--- config.mk ---
export PLATFORM = sky130hd
export DESIGN_NAME = sprite_sheet_loader
export DESIGN_NICKNAME = d
export VERILOG_FILES = /design/src/rtl/sprite_sheet_loader.sv
export SDC_FILE = /design/constraint.sdc
export NUM_CORES = 1
export LEC_CHECK = 0
export CAP_MARGIN = 20
export CORE_UTILIZATION = 50
export CTS_BUF_LIST = sky130_fd_sc_hd__clkbuf_4
export DETAILED_ROUTE_END_ITERATION = 12
export GPL_ROUTABILITY_DRIVEN = 0
export PLACE_DENSITY = 0.77
export SLEW_MARGIN = 20
export SYNTH_ARGS = -nofsm -noshare
export SYNTH_HDL_FRONTEND = slang
export SYNTH_SLANG_ARGS = --single-unit
--- constraint.sdc ---
create_clock -name Clk -period 6.4 [get_ports Clk]
set_clock_uncertainty 0.15 [all_clocks]
set_input_delay 1.28 -clock Clk [delete_from_list [all_inputs] [get_ports Clk]]
set_output_delay 1.28 -clock Clk [all_outputs]
set_load 0.05 [all_outputs]
--- src/rtl/sprite_sheet_loader.sv ---
// Expands an RLE byte stream {run[7:4], pal[3:0]} into sequential frameRAM writes from address 0.
// Latency: byte accepted at edge N gives first write in cycle N+1; in_ready only in FETCH.
module sprite_sheet_loader #(
  parameter int NUM_PIXELS = 40000,
  parameter int ADDR_W     = 16
) (
  input  logic              Clk,
  input  logic              Reset_n,
  input  logic              start,
  input  logic [7:0]        in_data,
  input  logic              in_valid,
  output logic              in_ready,
  output logic [ADDR_W-1:0] write_address,
  output logic [3:0]        data_In,
  output logic              we,
  output logic              busy,
  output logic              done,
  output logic              loaded,
  output logic              err_overrun
);

  typedef enum logic [1:0] {IDLE, FETCH, WRITE, FINISH} state_t;

  localparam logic [ADDR_W-1:0] LAST_ADDR = ADDR_W'(NUM_PIXELS - 1);

  state_t            state;
  logic [ADDR_W-1:0] addr;
  logic [3:0]        left;

  // data_In doubles as the latched palette ID of the current run.
  always_ff @(posedge Clk or negedge Reset_n) begin
    if (!Reset_n) begin
      state         <= IDLE;
      addr          <= '0;
      left          <= '0;
      in_ready      <= 1'b0;
      write_address <= '0;
      data_In       <= '0;
      we            <= 1'b0;
      busy          <= 1'b0;
      done          <= 1'b0;
      loaded        <= 1'b0;
      err_overrun   <= 1'b0;
    end else begin
      done <= 1'b0;
      case (state)
        IDLE: begin
          if (start) begin
            state       <= FETCH;
            addr        <= '0;
            loaded      <= 1'b0;
            err_overrun <= 1'b0;
            busy        <= 1'b1;
            in_ready    <= 1'b1;
          end
        end
        FETCH: begin
          if (in_valid && in_ready) begin
            state         <= WRITE;
            left          <= in_data[7:4];
            data_In       <= in_data[3:0];
            write_address <= addr;
            we            <= 1'b1;
            in_ready      <= 1'b0;
          end
        end
        WRITE: begin
          if (addr == LAST_ADDR) begin
            // Last pixel of the sheet: any remainder of the run is discarded.
            state  <= FINISH;
            we     <= 1'b0;
            done   <= 1'b1;
            loaded <= 1'b1;
            if (left != 4'd0)
              err_overrun <= 1'b1;
          end else if (left == 4'd0) begin
            state    <= FETCH;
            we       <= 1'b0;
            in_ready <= 1'b1;
            addr     <= addr + 1'b1;
          end else begin
            left          <= left - 4'd1;
            addr          <= addr + 1'b1;
            write_address <= addr + 1'b1;
          end
        end
        FINISH: begin
          state <= IDLE;
          busy  <= 1'b0;
        end
        default: state <= IDLE;
      endcase
    end
  end

endmodule

==> metrics <==
status complete, no violations; Clk pwr share 0.135; Slew Viols, Final 0; FFs w/ async S/R, synth 1.00; CP arrival 3.63 ns; First-pass DRT Iterations 5; CTS sink cnt 48; layout cell share with drive strength beyond 1 0.0604; Slew HR 0.369; hold buffers post-CTS 0; Non-Filler Instances 352; top-area cell type share of the netlist area 0.494; CP cell instances clkdlybuf4s50_1 > nand4b_1 > o21ai_0 > a21boi_1 > nor2_1 > a31oi_1; Peak Freq 287 MHz; Post-Place Cells 344; Nets 312; HP Class reg -> reg; Worst IR Drop VDD 0.333 mV; die width 71.7 um; combinational share of power 0.458; Max-Cap Viols 0; H-tree depth 2; fin crit share 0.545; commonest cells after routing, fill and taps aside dfrtp_1 (48), nand2_1 (40), clkdlybuf4s50_1 (36); via count 2050; grt met3 use 0.0422; final wirelength 4.93 mm; Congestion Overflow GR 0; final hold violation count 0; CTS Buf Count 5; gr usage total 0.206; 1st-iter DRT viols 120; met2 Track Usage GR 0.322; final worst path period need 3.49 ns; R2R setup slack 3.39 ns; clock root cell clkbuf_4; Hold Startpoint write_address[5]$_DFFE_PN0P_; Psw 0.000460 W; leakage power 1.17 nW; core area 4690 um^2; setup violators final 0; drt via density 5.82; Seq pwr share 0.406; Synth Area per Inst 9.07 um^2; antenna viol nets, final 0; internal power 0.000579 W; die height 71.7 um; yosys warns 0; insertion delay to the later sink of the worst-skew pair 0.36 ns; Top Ports 38; fin worst setup slack 2.91 ns; top cells by area, synth dfrtp_1 (49%), nand2_1 (6.2%), o21ai_0 (5.8%); post-route cell area 2850 um^2; Crit. End Element flop; gr busiest metal met2; Mapped Nets 283; Critical R2R Launch state[0]$_DFFE_PN0P_; met1 Track Usage GR 0.290; row cnt 25; Mapped Area 2430 um^2; Netlist cell types 44; Seq/Total Area, Yosys 0.494; Required @ worst endpoint 6.54 ns; largest net degree at the start of global routing 49; Sw Share 0.442; pwr dens 365 nW/um^2; P&R area growth vs syn 17.1%; first-pass GRT wire length 8.37 mm; Worst Path Max Fanout 13; post-cts repair resize count 0; Setup Buffers After CTS 0; Startpoint Class input pin; Slowest cell on crit path a21boi_1; Critical Path Start in_valid; total power 0.00104 W; initial antenna violation count 0; RSZ-0062 raised after global routing false; die area 5150 um^2; Slew @ Worst Pin 0.946 ns; TritonCTS clock tree yes; Post-synth top flop dfrtp_1; leading cell type in the layout, fill and taps excluded dfrtp_1; Antenna Cells 0; DP Area 2790 um^2; clk slew on worst S/H paths 0.13 ns; Initial Util 0.518; routed len/inst 14.0 um; Seq cells post-synth 48; CP peak stage delay 0.61 ns; drt drc 0; Synth area leader dfrtp_1; clock buffer depth 2; pre-CTS setup slack 2.53 ns; setup TNS 0 ns; PortBufs 37; HPWL Detailed 3.38 mm; number of synthesized flops with an enable pin 0; cell count after synthesis 268; critical path class in -> reg; vias in the first global route 1826
## per-stage QoR
step	utilization	hold WS, ns
2_1_floorplan	-	0.332
3_3_place_gp	0.594	0.311
3_5_place_dp	0.594	0.319
4_1_cts	0.606	0.349
5_1_grt	0.607	0.361
6_report	0.607	0.339
## synthesized netlist by cell type (2+ instances only)
| cell | number |
|---|---|
| dfrtp_1 | 48 |
| nand2_1 | 40 |
| o21ai_0 | 28 |
| a21oi_1 | 22 |
| nor2_1 | 21 |
| clkbuf_1 | 9 |
| nand3_1 | 9 |
| o21ai_1 | 8 |
| inv_1 | 7 |
| xor2_1 | 7 |
| nor3_1 | 6 |
| mux2_2 | 5 |
| nand4_1 | 5 |
| o22ai_1 | 5 |
| a31oi_1 | 4 |
| xnor2_1 | 4 |
| buf_2 | 3 |
| ha_1 | 3 |
| mux2i_1 | 3 |
| o31ai_1 | 3 |
| buf_6 | 2 |
| nand2b_1 | 2 |
| or4_1 | 2 |
| or4b_1 | 2 |
## layout make-up
class | instances | area [um^2]
fill | 443 | 1840
sequential | 48 | 1200
multi-input combinational | 198 | 1130
timing repair buffer | 37 | 368
tap | 54 | 67.6
clock buffer | 7 | 52.6
inverter | 7 | 26.3
clock inverter | 1 | 3.75
## critical path, delay by kind of cell
family	cells	cell delay, ns
compound gates	3	1.27
simple gates	2	0.58
buf+inv	1	0.50
## registers in the layout, summed over array words and instances, names as in the netlist
signal	flops
write_address	16
busy	1
data_In	4
addr	16
in_ready	1
left	4
we	1
done	1
err_overrun	1
loaded	1
state	2
## power groups by stage
stage	Sequential (W)	Clock, W	Combinational (W)
after floorplan	0.000538	0	0.000240
after global placement	0.000426	0	0.000471
after detailed placement	0.000426	0	0.000476
after CTS	0.000422	0.000147	0.000479
after global routing	0.000431	0.000155	0.000521
final	0.000422	0.000141	0.000476
## logic make-up (layout without fill, tap and decap cells)
group                      after synthesis  count (layout)  synth area share
AOI/OAI and AO/OA                       79              79             0.185
and+or+nand+nor                         97              97             0.188
adders and majority gates                3               3            0.0154
DFF                                     48              48             0.494
buffers and inverters                   22              52            0.0417
xor gates and xnor gates                11              11            0.0396
muxes                                    8               8            0.0355
## routing by layer
layer,routed length (um),vias to the layer above,share of wire
met3,179,7,0.036
met1,2380,996,0.48
met5,0,-,0
li1,-,1001,-
met4,53,0,0.011
met2,2310,46,0.47
## worst paths after layout
| path | depth (start not counted) | end |
|---|---|---|
| worst min-delay path | 2 | write_address[5]$_DFFE_PN0P_ |
| min in group asynchronous | 1 | loaded$_DFFE_PN0P_ |
| max in group asynchronous | 1 | addr[1]$_DFFE_PN0P_ |
| worst max-delay path | 6 | write_address[2]$_DFFE_PN0P_ |
| worst max register to register | 5 | write_address[2]$_DFFE_PN0P_ |
| worst min register to register | 2 | write_address[5]$_DFFE_PN0P_ |
No activity file was read; power rests on OpenSTA's default activity.
